<file path="config.mk">
export PLATFORM = sky130hd
export DESIGN_NAME = pc_fetch_unit_flat
export DESIGN_NICKNAME = d
export VERILOG_FILES = /design/src/rtl/pc_fetch_if.sv /design/src/rtl/pc_fetch_unit.sv /design/src/flat_wrapper.sv
export SDC_FILE = /design/constraint.sdc
export NUM_CORES = 1
export LEC_CHECK = 0
export ABC_AREA = 1
export BUFFER_PORTS_ARGS = -buffer_cell sky130_fd_sc_hd__buf_2
export CAP_MARGIN = 20
export CORE_MARGIN = 10
export CORE_UTILIZATION = 35
export CTS_CLUSTER_DIAMETER = 30
export DETAILED_ROUTE_END_ITERATION = 8
export PLACE_DENSITY = 0.68
export RECOVER_POWER = 25
export SYNTH_ARGS = -nofsm -noshare
export SYNTH_HDL_FRONTEND = slang
export SYNTH_SLANG_ARGS = --single-unit
</file>
<file path="constraint.sdc">
create_clock -name CLK -period 3.5 [get_ports CLK]
set_input_delay 1.05 -clock CLK [delete_from_list [all_inputs] [get_ports CLK]]
set_output_delay 1.05 -clock CLK [all_outputs]
set_load 0.02 [all_outputs]
</file>
<file path="src/rtl/pc_fetch_if.sv">
// Fetch-stage bundle between control/decode and the PC/fetch unit.
// The master is the control side; the slave is the fetch unit.
interface pc_fetch_if #(
    parameter int COUNT_W = 16
);
    logic               PCWre;
    logic [1:0]         PCSrc;
    logic [31:0]        Imm32;
    logic [25:0]        JAddr;
    logic [31:0]        RegAddr;
    logic               Halt;
    logic [31:0]        IAddr;
    logic               InsMemRW;
    logic [31:0]        PC4;
    logic               Halted;
    logic               MisalignErr;
    logic [COUNT_W-1:0] FetchCount;

    modport master (
        output PCWre, PCSrc, Imm32, JAddr, RegAddr, Halt,
        input  IAddr, InsMemRW, PC4, Halted, MisalignErr, FetchCount
    );

    modport slave (
        input  PCWre, PCSrc, Imm32, JAddr, RegAddr, Halt,
        output IAddr, InsMemRW, PC4, Halted, MisalignErr, FetchCount
    );
endinterface

</file>
<file path="src/rtl/pc_fetch_unit.sv">
// Program counter and fetch control: next-PC select, run/halt FSM,
// sticky jump-register misalignment flag and saturating fetch counter.
module pc_fetch_unit #(
    parameter logic [31:0] RESET_PC = 32'h0000_0000,
    parameter int          COUNT_W  = 16
) (
    input logic        CLK,
    input logic        Reset,
    pc_fetch_if.slave  bus
);
    typedef enum logic [1:0] {
        IDLE = 2'd0,
        RUN  = 2'd1,
        HALT = 2'd2
    } state_t;

    localparam logic [COUNT_W-1:0] COUNT_ONE = {{(COUNT_W-1){1'b0}}, 1'b1};

    state_t             state;
    logic signed [31:0] imm_s;
    logic [31:0]        pc_seq;
    logic [31:0]        pc_branch;
    logic [31:0]        pc_jump;
    logic [31:0]        pc_next;
    logic               jr_misaligned;

    function automatic logic [COUNT_W-1:0] sat_inc(input logic [COUNT_W-1:0] c);
        return (&c) ? c : c + COUNT_ONE;
    endfunction

    assign bus.PC4 = bus.IAddr + 32'd4;

    // Imm32 is a signed word offset; wrap-around is silent by design.
    assign imm_s         = bus.Imm32;
    assign pc_seq        = bus.PC4;
    assign pc_branch     = pc_seq + (imm_s <<< 2);
    assign pc_jump       = {bus.PC4[31:28], bus.JAddr, 2'b00};
    assign jr_misaligned = (bus.PCSrc == 2'b11) && (bus.RegAddr[1:0] != 2'b00);

    always_comb begin
        pc_next = pc_seq;
        case (bus.PCSrc)
            2'b00:   pc_next = pc_seq;
            2'b01:   pc_next = pc_branch;
            2'b10:   pc_next = pc_jump;
            default: pc_next = bus.RegAddr;
        endcase
    end

    always_ff @(posedge CLK) begin
        if (Reset) begin
            state           <= IDLE;
            bus.IAddr       <= RESET_PC;
            bus.InsMemRW    <= 1'b0;
            bus.Halted      <= 1'b0;
            bus.MisalignErr <= 1'b0;
            bus.FetchCount  <= '0;
        end else begin
            case (state)
                IDLE: begin
                    state        <= RUN;
                    bus.InsMemRW <= 1'b1;
                end
                RUN: begin
                    if (bus.Halt) begin
                        state        <= HALT;
                        bus.InsMemRW <= 1'b0;
                        bus.Halted   <= 1'b1;
                    end else if (bus.PCWre && jr_misaligned) begin
                        state           <= HALT;
                        bus.InsMemRW    <= 1'b0;
                        bus.Halted      <= 1'b1;
                        bus.MisalignErr <= 1'b1;
                    end else if (bus.PCWre) begin
                        bus.IAddr      <= pc_next;
                        bus.FetchCount <= sat_inc(bus.FetchCount);
                    end
                end
                HALT: begin
                    state        <= HALT;
                    bus.InsMemRW <= 1'b0;
                    bus.Halted   <= 1'b1;
                end
                default: begin
                    state        <= IDLE;
                    bus.InsMemRW <= 1'b0;
                end
            endcase
        end
    end
endmodule

</file>
<file path="src/flat_wrapper.sv">
// flat-port wrapper written by rule: the top's interface ports become plain ports
module pc_fetch_unit_flat 
#(
    parameter logic [31:0] RESET_PC = 32'h0000_0000,
    parameter int          COUNT_W  = 16
)
  (CLK, Reset, bus_PCWre, bus_PCSrc, bus_Imm32, bus_JAddr, bus_RegAddr, bus_Halt, bus_IAddr, bus_InsMemRW, bus_PC4, bus_Halted, bus_MisalignErr, bus_FetchCount);
  pc_fetch_if #(.COUNT_W(COUNT_W)) bus_i ();
  input logic CLK;
  input logic Reset;
  input wire logic [$bits(bus_i.PCWre)-1:0] bus_PCWre;
  input wire logic [$bits(bus_i.PCSrc)-1:0] bus_PCSrc;
  input wire logic [$bits(bus_i.Imm32)-1:0] bus_Imm32;
  input wire logic [$bits(bus_i.JAddr)-1:0] bus_JAddr;
  input wire logic [$bits(bus_i.RegAddr)-1:0] bus_RegAddr;
  input wire logic [$bits(bus_i.Halt)-1:0] bus_Halt;
  output wire logic [$bits(bus_i.IAddr)-1:0] bus_IAddr;
  output wire logic [$bits(bus_i.InsMemRW)-1:0] bus_InsMemRW;
  output wire logic [$bits(bus_i.PC4)-1:0] bus_PC4;
  output wire logic [$bits(bus_i.Halted)-1:0] bus_Halted;
  output wire logic [$bits(bus_i.MisalignErr)-1:0] bus_MisalignErr;
  output wire logic [$bits(bus_i.FetchCount)-1:0] bus_FetchCount;
  assign bus_i.PCWre = bus_PCWre;
  assign bus_i.PCSrc = bus_PCSrc;
  assign bus_i.Imm32 = bus_Imm32;
  assign bus_i.JAddr = bus_JAddr;
  assign bus_i.RegAddr = bus_RegAddr;
  assign bus_i.Halt = bus_Halt;
  assign bus_IAddr = bus_i.IAddr;
  assign bus_InsMemRW = bus_i.InsMemRW;
  assign bus_PC4 = bus_i.PC4;
  assign bus_Halted = bus_i.Halted;
  assign bus_MisalignErr = bus_i.MisalignErr;
  assign bus_FetchCount = bus_i.FetchCount;
  pc_fetch_unit #(.RESET_PC(RESET_PC), .COUNT_W(COUNT_W)) u_core (.CLK(CLK), .Reset(Reset), .bus(bus_i));
endmodule
</file>
==> results of run 1 <==
## cell families (layout without fill, tap and decap cells)
| group | Yosys count | count (layout) |
|---|---|---|
| AOI/OAI and AO/OA | 134 | 134 |
| DFF | 52 | 52 |
| buffers and inverters | 224 | 419 |
| xor gates and xnor gates | 17 | 17 |
| and+or+nand+nor | 673 | 673 |
| adders and majority gates | 39 | 39 |
| other | 0 | 4 |
## registers in the layout, indices dropped and copies added (netlist names)
register                flops
u_core.state                1
u_core.bus.FetchCount      16
u_core.bus.IAddr           32
u_core.bus.InsMemRW         1
u_core.bus.MisalignErr      1
u_core.bus.Halted           1
## synth_stat cells, drive strengths merged
| library cell | n |
|---|---|
| o2111ai | 1 |
| dfxtp | 52 |
| o21ai | 43 |
| o21a | 2 |
| nand2 | 386 |
| a41o | 3 |
| inv | 199 |
| nand3 | 88 |
| or2 | 9 |
| and2 | 5 |
| nor3 | 24 |
| a21boi | 1 |
| o211ai | 2 |
| nor4 | 2 |
| o21bai | 7 |
| clkbuf | 15 |
| nand3b | 4 |
| a21o | 2 |
| nand4 | 29 |
| ha | 38 |
| nor3b | 1 |
| xnor2 | 3 |
| buf | 10 |
| fa | 1 |
| a221oi | 4 |
| xor2 | 14 |
| nor2 | 125 |
| a21oi | 69 |
## cell type report
type                            instances  area, um2  share of cell area (%)
Inverter                              199        747                    9.76
Tap cell                              225        282                    3.68
Timing Repair Buffer                  212       1110                    14.6
Antenna cell                            4       10.0                   0.131
Clock buffer                            7        153                    2.00
Clock inverter                          1       30.0                   0.392
Multi-Input combinational cell        863       4270                    55.9
Sequential cell                        52       1040                    13.6
## where the power goes
group	internal, uW	switching [uW]	leakage (uW)
combinational	335	653	0.00364
clock	377	222	0.0000902
sequential	642	56.4	0.000421
total	1350	931	0.00415
## critical path, delay by kind of cell (launching register included)
family	cells	cell delay (ns)
buf+inv	4	0.36
xor+xnor	1	0.18
fa+ha+maj	1	0.34
compound gates	1	0.05
simple gates	12	1.81
flops	1	0.42
## worst min path at each step
| stage | end | from | cells after the start |
|---|---|---|---|
| 2_1_floorplan | u_core.state[1] | u_core.state[1] | 2 |
| 3_3_place_gp | u_core.bus.Halted | u_core.bus.Halted | 2 |
| 3_5_place_dp | u_core.bus.Halted | u_core.bus.Halted | 2 |
| 4_1_cts | u_core.bus.Halted | u_core.bus.Halted | 2 |
| 5_1_grt | u_core.bus.Halted | u_core.bus.Halted | 2 |
| 6_report | u_core.bus.Halted | u_core.bus.Halted | 2 |
## per-layer routing
layer / GRT usage (%) / wire, um / vias up
met5: 0 / 14 / -
met4: 5.90 / 661 / 4
met3: 4.38 / 1860 / 36
met2: 34.2 / 11600 / 264
met1: 25.1 / 10900 / 3487
li1: - / - / 3981
## per-stage QoR
stage | hold slack [ns] | power, uW | util [%] | instance area, um2 | setup WS, ns
global route | 0.492 | 2450 | 44.2 | 7650 | 0.0103
finish | 0.463 | 2290 | 44.2 | 7650 | 0.212
global placement | 0.438 | 1690 | 43.3 | 7480 | 0.262
floorplan | 0.443 | 1340 | - | 6190 | 0.457
detailed placement | 0.451 | 1700 | 43.3 | 7480 | 0.228
CTS | 0.464 | 2300 | 44.3 | 7670 | 0.215
==> run metrics, run 1 <==
Setup Skew=0.00576 ns; sequential-to-total area share from yosys stat=16.8%; Fmax achieved=304 MHz; layout cells sized above 1=16.5%; # IOs=179; largest family of logic cells by synthesized area=simple AND/OR/NAND/NOR gates; Yosys reg bits=52; TNS Setup=0 ns; row count=48; crit path to=u_core.bus.IAddr[21]; CP max-delay cell=dfxtp_1; Mean Syn Cell Area=5.43 um2; first-pass GRT wire length=38.7 mm; PD cells=299 nW/um2; Final #Nets=1468; clock tree buffer depth=2; Root Driver=clkbuf_16; Post-Synth Simple-Gate Area=46.6%; Crit path required time=3.67 ns; RSZ-0062 raised after global routing=no; VDD IR-drop max=189 uV; mux share of post-synthesis cell area=0%; post-route clock period utilization=93.9%; synth-to-layout area growth=23.7%; worst-margin pin slew=0.814 ns; synthesized area=6190 um2; CTS Sinks=52; die width=153 um; port bufs=176; run status=complete, no violations; Synth cell types=39; Warnings, synthesis=0; DR iter-0 viols=450; Adder-Cell Fraction of Synth Area=8.01%; crit-path cells=inv_1 > nor3_1 > nand2_1 > nor2_1 > xor2_1 > buf_4 > inv_1 > ha_1 > nand2_1 > nor2_1 > inv_1 > nor2_1 > nand4_1 > nand3_1 > nand2_1 > nand3_1 > nand2_1 > nand2_1 > a21oi_1; final hold viol count=0; Max H-tree Level=2; final WL=25.1 mm; gr usage total=20.2%; total grt overflow=0; Core ar.=17300 um2; top cells by area, synth=nand2_1, dfxtp_1, inv_1; DR vias=7772; vias in the first global route=7398; CTS tree=built; Reg-to-Reg End=u_core.bus.IAddr[21]; Max Slew Vio Count=0; residual DRC count=0; Crit path largest cell delay=0.42 ns; ANT nets after route=0; CP startpoint=u_core.bus.IAddr[9]; critical path data arrival time=3.46 ns; reg2reg start=u_core.bus.IAddr[9]; routability cong.=1.02; # fillers=1965; most common cell after layout, fill and taps aside=nand2_1; critical path endpoint category=register; Initial Utilization=35.8%; CP most frequent cell=nand2_1; detailed-router iteration count before antenna repair=5; Hold-fix buffers, CTS=0; commonest cells after routing, fill and taps aside=nand2_1, inv_1, buf_2; Post-Synth XOR/XNOR Area=2.41%; number of max-cap violations=0; critical path peak fanout=5; Routed wire per std cell=16.0 um; vias per inst=4.97; Placed Cells incl. Taps=1551; Final min period=3.29 ns; post_cts resized=0; initial antenna violation count=6; CTS buffer count=5; Leak=0.00415 uW; Worst Setup Start Kind=register; die height=153 um; Worst-Skew Late Latency=0.29 ns; FF-to-FF path depth=19; CTS clk-pin slew, worst paths=0.07 ns; DIE AREA=23400 um2; Worst Hold Class=register to register; Synth Area in Compound Gates=12.0%; Yosys top cell area share=23.2%; non-filler cells, final=1563; Gate Count Post-Synth=1139; syn_nets=1274; post-CTS setup buffer count=0; kind of critical path=register to register; R2R Setup Slk=0.21 ns; Slew headroom=45.7%; DP Wirelength=21.2 mm; area leader, netlist=nand2_1; largest net degree at the start of global routing=43; Setup violations, final=0
Note: power is estimated with default switching activity, not from simulation.
==> run 2, diff against run 1 <==
Settings changed: CTS_BUF_LIST from default to sky130_fd_sc_hd__clkbuf_4 sky130_fd_sc_hd__clkbuf_8.
==> run 2 against run 1 <==
  * Routed wire length decreased by 0.42%
  * Register-to-register slack about the same
  * Global-route usage hardly changed
  * Largest cell class unchanged
==> run metrics, run 2 (synthesis results as in run 1) <==
layout cells sized above 1=16.6%; vias per inst=4.94; worst-margin pin slew=0.804 ns; post-CTS setup buffer count=0; Routed wire per std cell=16.0 um; residual DRC count=0; Crit path required time=3.70 ns; Worst Setup Start Kind=register; Worst-Skew Late Latency=0.32 ns; Max Slew Vio Count=0; synth-to-layout area growth=22.8%; RSZ-0062 raised after global routing=no; critical path data arrival time=3.48 ns; Fmax achieved=305 MHz; Final #Nets=1468; gr usage total=20.2%; routability cong.=1.02; Hold-fix buffers, CTS=0; total grt overflow=0; vias in the first global route=7378; kind of critical path=register to register; area post-placement=7480 um2; post_cts resized=0; VDD IR-drop max=215 uV; final WL=24.9 mm; CTS Sinks=52; most common cell after layout, fill and taps aside=nand2_1; Core ar.=17300 um2; DR vias=7719; post-route clock period utilization=93.7%; critical path endpoint category=register; row count=48; Setup violations, final=0; DR iter-0 viols=483; Final min period=3.28 ns; leading registers by flop count=u_core.bus.IAddr x32, u_core.bus.FetchCount x16; CTS buffer count=5; run status=complete, no violations; initial antenna violation count=6; largest net degree at the start of global routing=43; detailed-router iteration count before antenna repair=5; Root Driver=clkbuf_8; Leak=0.00413 uW; total power=2150 uW; # IOs=179; clock tree buffer depth=2; design area=7600 um2; Max H-tree Level=2; PD cells=283 nW/um2; port bufs=176; CTS tree=built; Initial Utilization=35.8%; die height=153 um; TNS Setup=0 ns; ANT nets after route=0; DIE AREA=23400 um2; commonest cells after routing, fill and taps aside=nand2_1, inv_1, buf_2; Reg with most FFs=u_core.bus.IAddr; max FFs per register=32; Worst Hold Class=register to register; critical path peak fanout=5; number of max-cap violations=0; first-pass GRT wire length=38.7 mm; final hold viol count=0; DP Wirelength=21.2 mm; die width=153 um; Slew headroom=46.4%; Setup Skew=0.00532 ns; CTS clk-pin slew, worst paths=0.10 ns
run 2: cell types whose count changed in the layout (fill, tap and decap cells not counted), sizes merged:
cell / delta
diode: +1
clkbuf: -1
buf: +1
run 2: area by class of cell:
type | instances | area (um2)
clock buffer | 7 | 96.3
clock inverter | 1 | 30.0
antenna | 5 | 12.5
timing repair buffer | 212 | 1120
inverter | 199 | 747
tap | 225 | 282
fill | 1969 | 9700
multi-input combinational | 863 | 4270
sequential | 52 | 1040
run 2: power breakdown:
group | switching (uW) | internal (uW) | total, uW
logic | 653 | 335 | 987
registers | 56.6 | 642 | 699
clock network | 212 | 253 | 465
run 2: path summary, 6_finish.rpt:
check                                    startpoint                   end  slack [ns]  cells past startpoint
worst max-delay path            u_core.bus.IAddr[9]  u_core.bus.IAddr[21]        0.22                     19
worst max register to register  u_core.bus.IAddr[9]  u_core.bus.IAddr[21]        0.22                     19
worst min register to register    u_core.bus.Halted     u_core.bus.Halted        0.47                      2
worst min-delay path              u_core.bus.Halted     u_core.bus.Halted        0.47                      2
run 2: metrics by stage:
step / hold slack, ns / std cells / setup WS (ns) / util [%]
after floorplan: 0.443 / 1139 / 0.457 / -
after global placement: 0.438 / 1551 / 0.262 / 43.3
after detailed placement: 0.451 / 1551 / 0.228 / 43.3
after CTS: 0.468 / 1559 / 0.209 / 44.0
after global routing: 0.496 / 1561 / 0.00775 / 43.9
final: 0.468 / 1564 / 0.221 / 43.9
run 2: worst max-delay path, stage by stage, from the launching register on:
cell	delay (ns)
dfxtp_1	0.42
inv_1	0.10
nor3_1	0.33
nand2_1	0.14
nor2_1	0.23
xor2_1	0.18
buf_4	0.15
inv_1	0.05
ha_1	0.34
nand2_1	0.11
nor2_1	0.14
inv_1	0.05
nor2_1	0.19
nand4_1	0.20
nand3_1	0.12
nand2_1	0.06
nand3_1	0.12
nand2_1	0.10
nand2_1	0.07
a21oi_1	0.05
run 2: metal layers:
layer  share of wire [%]  GRT usage [%]
met5               0.028              0
met4                 2.7           6.18
met3                 8.1           4.35
met2                  46           34.1
met1                  43           25.1
